$ cat src/rtl/uart_rx_ctrl_pkg.sv
// Shared parameters and state encoding for the UART receive sequencing controller.
`ifndef DATA_WIDTH
`define DATA_WIDTH 8
`endif

package uart_rx_ctrl_pkg;

    localparam int unsigned RX_DATA_WIDTH = `DATA_WIDTH;
    localparam int unsigned RX_OVERSAMPLE = 16;

    typedef enum logic [2:0] {
        ST_IDLE   = 3'd0,
        ST_START  = 3'd1,
        ST_DATA   = 3'd2,
        ST_PARITY = 3'd3,
        ST_STOP   = 3'd4
    } rx_state_e;

endpackage

$ cat src/rtl/rx_bit_timer.sv
// Oversample tick counter producing the mid-start-bit and mid-bit sample qualifiers.
module rx_bit_timer
    import uart_rx_ctrl_pkg::*;
#(
    parameter int unsigned OVERSAMPLE = RX_OVERSAMPLE
) (
    input  logic clk,
    input  logic rst,
    input  logic tick_i,
    input  logic clear_i,
    output logic mid_start_o,
    output logic sample_o
);

    localparam int unsigned TW = $clog2(OVERSAMPLE);
    localparam logic [TW-1:0] HALF_TC = TW'(OVERSAMPLE / 2 - 1);
    localparam logic [TW-1:0] FULL_TC = TW'(OVERSAMPLE - 1);

    logic [TW-1:0] tick_cnt_q;
    logic [TW-1:0] tick_cnt_d;

    always_comb begin
        tick_cnt_d = tick_cnt_q;
        if (clear_i) begin
            tick_cnt_d = '0;
        end else if (tick_i) begin
            tick_cnt_d = tick_cnt_q + 1'b1;
        end
    end

    always_ff @(posedge clk) begin
        if (rst) begin
            tick_cnt_q <= '0;
        end else begin
            tick_cnt_q <= tick_cnt_d;
        end
    end

    assign mid_start_o = tick_i && (tick_cnt_q == HALF_TC);
    assign sample_o    = tick_i && (tick_cnt_q == FULL_TC);

endmodule

$ cat src/rtl/uart_rx_ctrl.sv
// UART receive sequencer: start-bit qualification, mid-bit sample timing and
// registered one-cycle strobes for the shifter, parity and stop checkers.
module uart_rx_ctrl
    import uart_rx_ctrl_pkg::*;
#(
    parameter int unsigned DATA_WIDTH = RX_DATA_WIDTH,
    parameter int unsigned OVERSAMPLE = RX_OVERSAMPLE
) (
    input  logic clk,
    input  logic rst,
    input  logic tick_16x,
    input  logic rx_in,
    input  logic parity_en,
    output logic rx_bit,
    output logic shift_en,
    output logic parity_chk_en,
    output logic stop_chk_en,
    output logic frame_done,
    output logic false_start,
    output logic busy
);

    localparam int unsigned BW = (DATA_WIDTH > 1) ? $clog2(DATA_WIDTH) : 1;
    localparam logic [BW-1:0] LAST_BIT = BW'(DATA_WIDTH - 1);

    rx_state_e     state_q, state_d;
    logic [BW-1:0] bit_cnt_q, bit_cnt_d;
    logic          par_q, par_d;
    logic          rx_bit_q, rx_bit_d;
    logic          shift_q, shift_d;
    logic          par_chk_q, par_chk_d;
    logic          stop_q, stop_d;
    logic          done_q, done_d;
    logic          fs_q, fs_d;
    logic          busy_q, busy_d;
    logic          timer_clr;
    logic          mid_start;
    logic          sample;

    rx_bit_timer #(
        .OVERSAMPLE(OVERSAMPLE)
    ) u_timer (
        .clk        (clk),
        .rst        (rst),
        .tick_i     (tick_16x),
        .clear_i    (timer_clr),
        .mid_start_o(mid_start),
        .sample_o   (sample)
    );

    always_comb begin
        state_d   = state_q;
        bit_cnt_d = bit_cnt_q;
        par_d     = par_q;
        rx_bit_d  = rx_bit_q;
        shift_d   = 1'b0;
        par_chk_d = 1'b0;
        stop_d    = 1'b0;
        done_d    = 1'b0;
        fs_d      = 1'b0;
        timer_clr = 1'b0;

        unique case (state_q)
            ST_IDLE: begin
                // Holding the timer clear while idle leaves it at zero on the detect tick.
                timer_clr = 1'b1;
                if (tick_16x && !rx_in) begin
                    state_d = ST_START;
                end
            end
            ST_START: begin
                if (mid_start) begin
                    timer_clr = 1'b1;
                    if (!rx_in) begin
                        par_d     = parity_en;
                        bit_cnt_d = '0;
                        state_d   = ST_DATA;
                    end else begin
                        fs_d    = 1'b1;
                        state_d = ST_IDLE;
                    end
                end
            end
            ST_DATA: begin
                if (sample) begin
                    timer_clr = 1'b1;
                    rx_bit_d  = rx_in;
                    shift_d   = 1'b1;
                    bit_cnt_d = bit_cnt_q + 1'b1;
                    if (bit_cnt_q == LAST_BIT) begin
                        state_d = par_q ? ST_PARITY : ST_STOP;
                    end
                end
            end
            ST_PARITY: begin
                if (sample) begin
                    timer_clr = 1'b1;
                    rx_bit_d  = rx_in;
                    par_chk_d = 1'b1;
                    state_d   = ST_STOP;
                end
            end
            ST_STOP: begin
                if (sample) begin
                    timer_clr = 1'b1;
                    rx_bit_d  = rx_in;
                    stop_d    = 1'b1;
                    done_d    = 1'b1;
                    state_d   = ST_IDLE;
                end
            end
            default: begin
                state_d = ST_IDLE;
            end
        endcase

        busy_d = (state_d != ST_IDLE);
    end

    always_ff @(posedge clk) begin
        if (rst) begin
            state_q   <= ST_IDLE;
            bit_cnt_q <= '0;
            par_q     <= 1'b0;
            rx_bit_q  <= 1'b1;
            shift_q   <= 1'b0;
            par_chk_q <= 1'b0;
            stop_q    <= 1'b0;
            done_q    <= 1'b0;
            fs_q      <= 1'b0;
            busy_q    <= 1'b0;
        end else begin
            state_q   <= state_d;
            bit_cnt_q <= bit_cnt_d;
            par_q     <= par_d;
            rx_bit_q  <= rx_bit_d;
            shift_q   <= shift_d;
            par_chk_q <= par_chk_d;
            stop_q    <= stop_d;
            done_q    <= done_d;
            fs_q      <= fs_d;
            busy_q    <= busy_d;
        end
    end

    assign rx_bit        = rx_bit_q;
    assign shift_en      = shift_q;
    assign parity_chk_en = par_chk_q;
    assign stop_chk_en   = stop_q;
    assign frame_done    = done_q;
    assign false_start   = fs_q;
    assign busy          = busy_q;

endmodule

$ cat config.mk
export PLATFORM = sky130hd
export DESIGN_NAME = uart_rx_ctrl
export DESIGN_NICKNAME = d
export VERILOG_FILES = /design/src/rtl/uart_rx_ctrl_pkg.sv /design/src/rtl/rx_bit_timer.sv /design/src/rtl/uart_rx_ctrl.sv
export SDC_FILE = /design/constraint.sdc
export NUM_CORES = 1
export LEC_CHECK = 0
export CAP_MARGIN = 40
export CORE_MARGIN = 1.5
export CORE_UTILIZATION = 51
export DETAILED_ROUTE_END_ITERATION = 10
export GPL_TIMING_DRIVEN = 0
export PLACE_DENSITY_LB_ADDON = 0.08
export SLEW_MARGIN = 10
export SYNTH_ARGS = -nofsm -noshare
export SYNTH_HDL_FRONTEND = slang
export SYNTH_SLANG_ARGS = --single-unit
$ cat constraint.sdc
create_clock -name clk -period 1.75 [get_ports clk]
set_input_delay 0.525 -clock clk [delete_from_list [all_inputs] [get_ports clk]]
set_output_delay 0.525 -clock clk [all_outputs]
set_load 0.01 [all_outputs]
==> results.md <==
- The run finished with clean final reports.
- Traced cell by cell, the critical path runs through clkdlybuf4s50_1.
- The final net count is about 110.
- For this run, design rule violations remaining after detail routing come to 0.
- The average cell area after synthesis is 8.92 sq um.
- The total inserted antenna cells is 0.
- The tightest min-delay check is of the reg2reg type.
- The total number of placement rows is 14.
- The tree is rooted in a clkbuf_4.
- The global-route wire length before repair is 2430 microns.
- For this design, the CTS-stage hold fixing added 0 buffers.
- The commonest cells after synthesis are dfxtp_1 (17), nor2_1 (9), nand2_1 (7).
- Data on the critical path is required at its endpoint by roughly 1.2 ns.
- The clock latency on the worst-skew pair is roughly 0.3 ns.
- The largest total area in the synthesized netlist belongs to dfxtp_1.
- The netlist area before placement is between 800 and 900 sq um.
- The filler cells instantiated in the layout total around 140.
- The setup violation total in the final timing report is 0.
- Compared with the post-synthesis result, the final layout area differs by 18.2%.
- The maximum clock skew at final layout is roughly 0.0026 ns.
- The wire-length estimate of the detail-placed layout is 1020 microns.
- The number of port buffers is 10.
- The number of enable-type register cells in the synthesized netlist is 0.
- Summed over all cells, the static leakage comes to 0.000373 uW.
- Setup repair after global routing left no endpoint under its margin.
- The Yosys warning count is 0.
- The total of max-cap violations is 0.
- The count of distinct cell types in the synthesized netlist is 37.
- The worst slew margin relative to its limit is a little over two thirds.
- The final layout contains routed wiring with a total length of ~1500 microns.
- The buffer count from post-CTS setup fixing is 0.
- The first-pass iteration count of the detailed router is 4.
- Dividing the detail-routed wire length by the instance count gives ~12 microns.
- The overall die area is about 1800 sq um.
- The final hold violation count was 0.
- The number of top-level pins is 12.
- dfxtp_1 is the most common cell in the netlist.
- The net switching fraction of the power is between 20% and 30%.
- The worst path in the final design needs a cycle of about 1.7 ns, including I/O delays and setup.
- The flip-flop and latch count after synthesis is 17.
- The number of buffer and inverter instances along the worst setup path is 1.
- Cell internal power was estimated by the tool at around 500 uW.
- Yosys attributes the largest share of cell area to dfxtp_1 (42%), ha_1 (4.6%), nor2_1 (4.2%), a21oi_1 (3.7%), nand2_1 (3.2%).
- The worst-case hold slack is between 0.4 and 0.5 ns.
- The critical path is of the reg2out type.
- The TritonCTS clock tree is yes.
- The net count after synthesis is 99.
- Data arrives at the worst endpoint at between 1 and 1.5 ns.
- For this run, asynchronously set or reset flops after synthesis account for 0%.
- The cell type of the slowest stage on the worst timing path is clkdlybuf4s50_1.
- The H-tree depth is 1.
- The remaining antenna violation count is 0.
- The biggest cell delay along the critical path is approximately 0.52 ns.
- The power spent charging and discharging nets is approximately 150 uW.
- Per report_power, the sequential group accounts for 61.0% of the total.
- After routing, the total negative slack on setup checks comes to 0 ns.
- The count of pins over their slew limit was 0.
- The placeable core region is 1510 sq um.
- In this run the worst path has a maximum fanout of 2.
- For this run, the leading register cell type out of synthesis is dfxtp_1.
- Global routing consumed, over all layers together, between 10% and 20% of the routing resources.
- The clock network fraction of design power is between 30 and 40%.
- The worst-case IR drop observed on VDD is 464 uV.
- Broken down by cell family, the worst path's largest delay share belongs to buffers and inverters.
- The detailed router finished its first iteration with 13 violations.
- The total via count in the routed design is ~680.
- The slew of the pin with the lowest slew margin is 0.458 ns.
- The number of global-route vias before repair is 556.
- The die is around 43 microns wide.
- The post-route clock period utilization is a little over nine tenths.
- The initial antenna violation count was 0.
- The sequential share of the synthesized area is between 40% and 50%.
- The final RePlAce weighted congestion is between 0.8 and 0.9.
- The sort of element at the end of the critical path is an output pin.
- The ratio of cells with drive above 1 in the final layout is 12.4%.
- The total power is about 650 uW.
- In the routed layout, each cell is associated on average with a via count of about 5.6.
- Clock tree synthesis found a total of 17 sinks.
- The initial utilization of the core area, before any placement, comes to 53.9%.
- The number of buffers on the longest clock path is 2.
- The maximum achievable frequency is around 600 MHz.
- The part of the power in combinational logic is 6.3%.
- Summed over all layers, the global routing overflow is 0.
- The startpoint class of the critical path is a flop.
- For this design the ratio of total power to cell area is roughly 670 nW/um^2.
- The pin count of the biggest net entering global routing is 11.
- Buffers inserted during clock tree synthesis total 3.
- Of the post-synthesis cell area, the dominant cell type holds around two fifths.
- After technology mapping, the gate count stands at 91.
- The clock transition at the registers of the reported paths is roughly 0.090 ns.
- The number of instances resized during post-cts repair is 1.
- The y dimension of the die is ~43 microns.
## layout make-up
cell class	instances	area, sq um	share of cell area, %
timing repair buffer	10	101	10.6
inverter	1	3.75	0.391
buffer	8	51.3	5.35
sequential	17	340	35.5
clock buffer	4	26.3	2.74
tap	16	20.0	2.09
multi-input combinational	65	417	43.4
## worst paths after layout
path | startpoint | endpoint | slack [ns] | depth (start not counted)
worst min-delay path | bit_cnt_q[2] | bit_cnt_q[2] | 0.48 | 2
worst max register to register | u_timer.tick_cnt_q[0] | bit_cnt_q[1] | 0.12 | 5
worst min register to register | bit_cnt_q[2] | bit_cnt_q[2] | 0.48 | 2
worst max-delay path | rx_bit | rx_bit | 0.08 | 1
## power groups by stage
stage	Sequential (uW)	Clock [uW]	Combinational [uW]
after floorplan	403	0	23.4
after global placement	403	0	39.6
after detailed placement	403	0	39.9
after CTS	394	217	40.4
final	394	211	40.4
after global routing	395	229	44.1
## metal layers
metal	track usage, %	routed length (microns)	up-vias
met5	0	0	-
met4	13.8	45	0
met3	3.40	63	5
met2	25.2	633	17
met1	24.1	718	306
li1	-	-	348
## kinds of logic after synthesis
family / count (synthesis) / synth area share [%]
xor gates and xnor gates: 3 / 3.24
adders and majority gates: 3 / 4.62
AOI/OAI and AO/OA: 17 / 13.7
buffers and inverters: 9 / 6.78
muxes: 2 / 2.47
and+or+nand+nor: 40 / 27.3
DFF: 17 / 41.9
## sequential cells by signal, indices dropped and copies added, names as in the netlist
signal / flops
u_timer.tick_cnt_q: 4
parity_chk_en: 1
state_q: 3
false_start: 1
shift_en: 1
rx_bit: 1
par_q: 1
frame_done: 1
busy: 1
bit_cnt_q: 3
## placed cells by master, fill, tap and decap left out, types with 2 or more instances in the layout
cell	Yosys	final
nand3_1	4	4
nor4_1	2	2
mux2i_1	2	2
buf_2	2	2
a21oi_1	6	6
clkbuf_1	2	3
dfxtp_1	17	17
nand2b_1	4	4
xor2_1	2	2
o21ai_0	3	3
nand2_1	7	7
nor3_1	3	3
buf_4	3	3
clkbuf_4	0	3
nor2_1	9	9
clkdlybuf4s50_1	0	8
ha_1	3	3
## metrics by stage
step	utilization, %	setup WS [ns]	cell area [sq um]	std cells
after floorplan	-	0.171	812	91
after global placement	61.9	-0.0990	932	117
after detailed placement	61.9	-0.0866	932	117
after CTS	63.5	0.0546	957	121
after global routing	63.7	0.00309	960	121
final	63.7	0.0766	960	121
(Power assumes the default switching activity.)
